File: src/rtl/addr_sequencer.sv
// Row-level transfer sequencer: fills the SRAM row cache from SDRAM, hands the row to the filter,
// then drains the SRAM output region back to SDRAM, one row at a time, for a whole image.
module addr_sequencer #(
    parameter int unsigned WIDTH_BITS  = 13,
    parameter int unsigned HEIGHT_BITS = 13
) (
    input  logic                   clk,
    input  logic                   n_rst,
    input  logic                   start,
    input  logic [WIDTH_BITS-1:0]  image_width,
    input  logic [HEIGHT_BITS-1:0] image_height,
    input  logic                   sdram_ack,
    input  logic                   sram_ack,
    input  logic                   filter_done,
    output logic                   sdram_req,
    output logic                   sram_req,
    output logic                   sram_rw,
    output logic                   start_flag,
    output logic                   sram_mode,
    output logic                   sdram_mode,
    output logic                   sram_update,
    output logic                   sdram_update,
    output logic                   filter_start,
    output logic                   busy,
    output logic                   done
);

    typedef enum logic [2:0] {
        StIdle,
        StInit,
        StFillRd,
        StFillWr,
        StFilter,
        StDrainRd,
        StDrainWr,
        StDone
    } state_e;

    state_e                 state_q;
    logic [WIDTH_BITS-1:0]  col_q;
    logic [WIDTH_BITS-1:0]  width_q;
    logic [HEIGHT_BITS-1:0] row_q;
    logic [HEIGHT_BITS-1:0] height_q;
    logic [WIDTH_BITS-1:0]  col_inc;
    logic [HEIGHT_BITS-1:0] row_inc;

    assign col_inc = col_q + WIDTH_BITS'(1);
    assign row_inc = row_q + HEIGHT_BITS'(1);

    always_ff @(posedge clk or negedge n_rst) begin
        if (!n_rst) begin
            state_q      <= StIdle;
            col_q        <= '0;
            row_q        <= '0;
            width_q      <= '0;
            height_q     <= '0;
            sdram_req    <= 1'b0;
            sram_req     <= 1'b0;
            sram_rw      <= 1'b0;
            start_flag   <= 1'b0;
            sram_mode    <= 1'b1;
            sdram_mode   <= 1'b1;
            sram_update  <= 1'b0;
            sdram_update <= 1'b0;
            filter_start <= 1'b0;
            busy         <= 1'b0;
            done         <= 1'b0;
        end else begin
            start_flag   <= 1'b0;
            sram_update  <= 1'b0;
            sdram_update <= 1'b0;
            filter_start <= 1'b0;
            done         <= 1'b0;

            unique case (state_q)
                StIdle: begin
                    if (start) begin
                        width_q  <= image_width;
                        height_q <= image_height;
                        busy     <= 1'b1;
                        if (image_width == '0 || image_height == '0) begin
                            state_q <= StDone;
                            done    <= 1'b1;
                        end else begin
                            state_q    <= StInit;
                            start_flag <= 1'b1;
                        end
                    end
                end

                StInit: begin
                    col_q     <= '0;
                    row_q     <= '0;
                    sdram_req <= 1'b1;
                    state_q   <= StFillRd;
                end

                StFillRd: begin
                    if (sdram_req && sdram_ack) begin
                        sdram_req    <= 1'b0;
                        sdram_update <= 1'b1;
                        sram_req     <= 1'b1;
                        sram_rw      <= 1'b1;
                        state_q      <= StFillWr;
                    end else if (!sdram_req) begin
                        // Entered from a drain: the last sdram_update used write mode, so the
                        // modes flip one cycle after it and the request follows with them.
                        sram_mode  <= 1'b1;
                        sdram_mode <= 1'b1;
                        sdram_req  <= 1'b1;
                    end
                end

                StFillWr: begin
                    if (sram_req && sram_ack) begin
                        sram_req    <= 1'b0;
                        sram_rw     <= 1'b0;
                        sram_update <= 1'b1;
                        if (col_inc == width_q) begin
                            col_q        <= '0;
                            filter_start <= 1'b1;
                            state_q      <= StFilter;
                        end else begin
                            col_q     <= col_inc;
                            sdram_req <= 1'b1;
                            state_q   <= StFillRd;
                        end
                    end
                end

                StFilter: begin
                    if (filter_done) begin
                        sram_req   <= 1'b1;
                        sram_rw    <= 1'b0;
                        sram_mode  <= 1'b0;
                        sdram_mode <= 1'b0;
                        state_q    <= StDrainRd;
                    end
                end

                StDrainRd: begin
                    if (sram_req && sram_ack) begin
                        sram_req    <= 1'b0;
                        sram_update <= 1'b1;
                        sdram_req   <= 1'b1;
                        state_q     <= StDrainWr;
                    end
                end

                StDrainWr: begin
                    if (sdram_req && sdram_ack) begin
                        sdram_req    <= 1'b0;
                        sdram_update <= 1'b1;
                        if (col_inc == width_q) begin
                            col_q <= '0;
                            row_q <= row_inc;
                            if (row_inc == height_q) begin
                                done    <= 1'b1;
                                state_q <= StDone;
                            end else begin
                                state_q <= StFillRd;
                            end
                        end else begin
                            col_q    <= col_inc;
                            sram_req <= 1'b1;
                            state_q  <= StDrainRd;
                        end
                    end
                end

                StDone: begin
                    // Modes return to read/cache here, a cycle after the final sdram_update.
                    sram_mode  <= 1'b1;
                    sdram_mode <= 1'b1;
                    busy       <= 1'b0;
                    state_q    <= StIdle;
                end

                default: state_q <= StIdle;
            endcase
        end
    end

endmodule

File: config.mk
export PLATFORM = sky130hd
export DESIGN_NAME = addr_sequencer
export DESIGN_NICKNAME = d
export VERILOG_FILES = /design/src/rtl/addr_sequencer.sv
export SDC_FILE = /design/constraint.sdc
export NUM_CORES = 1
export LEC_CHECK = 0
export ABC_AREA = 1
export BUFFER_PORTS_ARGS = -buffer_cell sky130_fd_sc_hd__buf_2
export CAP_MARGIN = 20
export CORE_MARGIN = 10
export CORE_UTILIZATION = 45
export DETAILED_ROUTE_END_ITERATION = 8
export GPL_ROUTABILITY_DRIVEN = 0
export PLACE_DENSITY_LB_ADDON = 0.05
export SYNTH_ARGS = -nofsm -noshare
export SYNTH_HDL_FRONTEND = slang
export SYNTH_SLANG_ARGS = --single-unit
export TNS_END_PERCENT = 50
File: constraint.sdc
create_clock -name clk -period 1.9 [get_ports clk]
set_input_delay 0.19 -clock clk [delete_from_list [all_inputs] [get_ports clk]]
set_output_delay 0.19 -clock clk [all_outputs]
set_load 0.02 [all_outputs]
==> results.sh <==
export IMPL_period_share_pct=111
export IMPL_seqCellArea_um2=1630
export IMPL_slew_violations=0
export IMPL_final_hold_violation_count=0
export IMPL_hold_path_class="in -> reg"
export IMPL_netlist_area_um2=4270
export IMPL_cts_path_max_buffers=2
export IMPL_dieArea_um2=13800
export IMPL_firstDrtPassIters=6
export IMPL_max_freq_mhz=475
export IMPL_fin_util_pct=62.3
export IMPL_powerDensity_nw_per_um2=506
export IMPL_drive_gt1_share_pct=34.6
export IMPL_grt_pass1_vias=4312
export IMPL_cp_end_kind="flop"
export IMPL_hpwl_mm=9.14
export IMPL_p_leak_nw=2.86
export IMPL_gr_usage_all_layers_pct=17.8
export IMPL_cts_sinks=65
export IMPL_cpPeakStageDelay_ns=0.43
export IMPL_antenna_cells=0
export IMPL_cp_data_required_time_ns=2.13
export IMPL_rsz0062_at_grt="yes"
export IMPL_peakVddDrop_uv=280
export IMPL_period_minus_slack_ns=2.11
export IMPL_die_h_um=117
export IMPL_whs_ns=0.0549
export IMPL_slew_headroom_pct=51.6
export IMPL_overflow=0
export IMPL_setup_ws_ns=-0.206
export IMPL_drc=0
export IMPL_setup_violations_final=33
export IMPL_path_class="reg -> reg"
export IMPL_synth_seq_cells=65
export IMPL_cp_num_buf_inv=1
export IMPL_start_util_pct=46.2
export IMPL_vias_per_cell=5.06
export IMPL_wl_mm=12.4
export IMPL_grt_max_degree=44
export IMPL_area_growth_pct=34.9
export IMPL_antenna_found_initial=0
export IMPL_grt_pass1_wl_mm=20.5
export IMPL_multiInputGateArea_um2=2570
export IMPL_r2r_slack_ns=-0.21
export IMPL_start_kind="flop"
export IMPL_reg2reg_from="col_q[0]"
export IMPL_io_buffers=42
export IMPL_maxCapViolCount=0
export IMPL_clk_pin_slew_worst_paths_ns=0.08
export IMPL_final_cell_mix="nand2_1, buf_4, inv_1"
export IMPL_synth_edf_count=0
export IMPL_fill_cells=885
export IMPL_root_buffer="clkbuf_8"
export IMPL_num_nets_final=770
export IMPL_cts_max_level=3
export IMPL_crit_path_end="row_q[4]"
export IMPL_yosys_warnings=0
export IMPL_clk_latency_ns=0.35
export IMPL_ys_flop_type="dfrtp_1"
export IMPL_failed_checks="setup timing"
export IMPL_syn_avg_cell_area_um2=7.11
export IMPL_crit_path_cell_trace="ha_4 -> inv_1 -> nand2_1 -> nand4_1 -> nor2_1 -> nand2_1 -> nor2_2 -> nand2_2 -> nor2_4 -> nand4_4 -> nand2_8 -> nand2_8 -> nand2_2 -> o21ai_2"
export IMPL_cp_num_cells=14
export IMPL_final_common_cell="nand2_1"
export IMPL_pin_count=43
export IMPL_worstPathMaxFanout=7
export IMPL_routedWlPerCell_um=14.4
export IMPL_syn_inst=600
export IMPL_rows=35
export IMPL_syn_nets=639
export IMPL_async_reset_ff_share_pct=100
export IMPL_cp_slowest_cell="dfrtp_2"
export IMPL_first_iter_violations=271
export IMPL_crit_arrival_ns=2.34
export IMPL_numCtsBuffers=9
export IMPL_clock_skew_ns=0.0119
export IMPL_die_w_um=117
export IMPL_dr_total_vias=4378
export IMPL_hold_path_startpoint="image_width[8]"
export IMPL_ys_types=39
export IMPL_outcome="complete, but fails checks"
export IMPL_worst_pin_slew_ns=0.720
export IMPL_r2r_cells=14
export IMPL_core_area_um2=9240
export IMPL_antenna_left=0
export IMPL_synth_seq_area_share_pct=38.2
export IMPL_r2r_end="row_q[4]"
export IMPL_cts_tree="done"
export IMPL_crit_family="simple AND/OR/NAND/NOR gates"
export IMPL_startpoint="col_q[0]"
[where the power goes]
part | leakage (nW) | switching [mW] | internal (mW)
Combinational | 1.99 | 0.126 | 0.0847
Sequential | 0.765 | 0.0237 | 1.42
Clock | 0.107 | 0.546 | 0.714
[cells by family (layout without fill, tap and decap cells)]
group           count (synthesis)  count (layout)  synth area share [%]
simple gates                  368             371                  40.1
flops                          65              65                  38.2
buf+inv                        89             222                  8.48
fa+ha+maj                       7               7                  2.05
compound gates                 63              63                  9.21
xor+xnor                        8               8                  1.99
[per-layer routing]
layer,wire [um],track usage (%),up-vias
met5,0,0,-
li1,-,-,2191
met3,489,2.64,16
met1,5820,22.9,2065
met2,5900,29.2,106
met4,227,6.81,0
[per-stage QoR]
stage                     cells  TNS, ns  setup WS [ns]  area, um2  power [mW]
after floorplan             600   -0.452        -0.0565       4300        1.56
after global placement      844    -7.89         -0.348       5250        1.67
after detailed placement    844    -9.30         -0.369       5250        1.67
after CTS                   863    -5.07         -0.211       5580        2.94
after global routing        865   -10.05         -0.356       5760        3.03
final                       865    -4.69         -0.206       5760        2.91
[registers in the layout, indices dropped and copies added, names as in the netlist, 3 cells and up]
register and flops:
col_q 13, height_q 13, row_q 13, width_q 13
state_q 3
[final cells by class]
cell class                 instances  share of cell area (%)
tap                              129                    2.80
inverter                          77                    5.02
clock inverter                     2                   0.609
multi-input combinational        449                    44.7
sequential                        65                    28.4
clock buffer                      14                    3.00
timing repair buffer             129                    15.5
[worst min-delay path: cells and delay by family]
kind / cells / cell delay [ns]
simple gates: 2 / 0.10
buf+inv: 1 / 0.08
[worst min path at each step]
stage               slack [ns]    endpoint  depth (start not counted)
finish                    0.05  width_q[8]                          3
global route              0.06  width_q[6]                          3
CTS                       0.05  width_q[8]                          3
detailed placement        0.25    row_q[2]                          2
global placement          0.25    row_q[2]                          2
floorplan                -0.11        busy                          0
[cells in the mapped netlist (2+ instances only)]
cell        n  share of area [%]
nor2_4      8                2.1
o21ai_2    13                2.7
nor2_1     54                4.8
o22ai_1    10                1.5
nand3_1    53                6.2
nor2_2      2               0.29
nor4_1      5               0.73
nand4_1    10                1.5
ha_1        7                2.1
xor2_1      5                1.0
clkbuf_1    6               0.53
nor3_1      5               0.59
or2_2       2               0.29
buf_6       2               0.53
nand2_2    20                2.9
nand3_2     7                1.6
xnor2_1     2               0.41
a21oi_1     5               0.59
dfrtp_1    64                 38
nand2_4     2               0.53
nand3b_1    4               0.70
a211oi_1    2               0.35
buf_2       2               0.23
inv_2       3               0.26
inv_1      74                6.5
nand2_1   192                 17
o21ai_0    29                3.4
[what timing repair did]
action,4_1_cts,5_1_grt
setup buffers,0,1
gates resized for setup,26,41
cloned,2,1
setup endpoints to repair,33,42
endpoints found under the hold margin,64,0
hold buffers,1,0
pin swaps,9,19
Note: power is estimated with default switching activity, not from simulation.
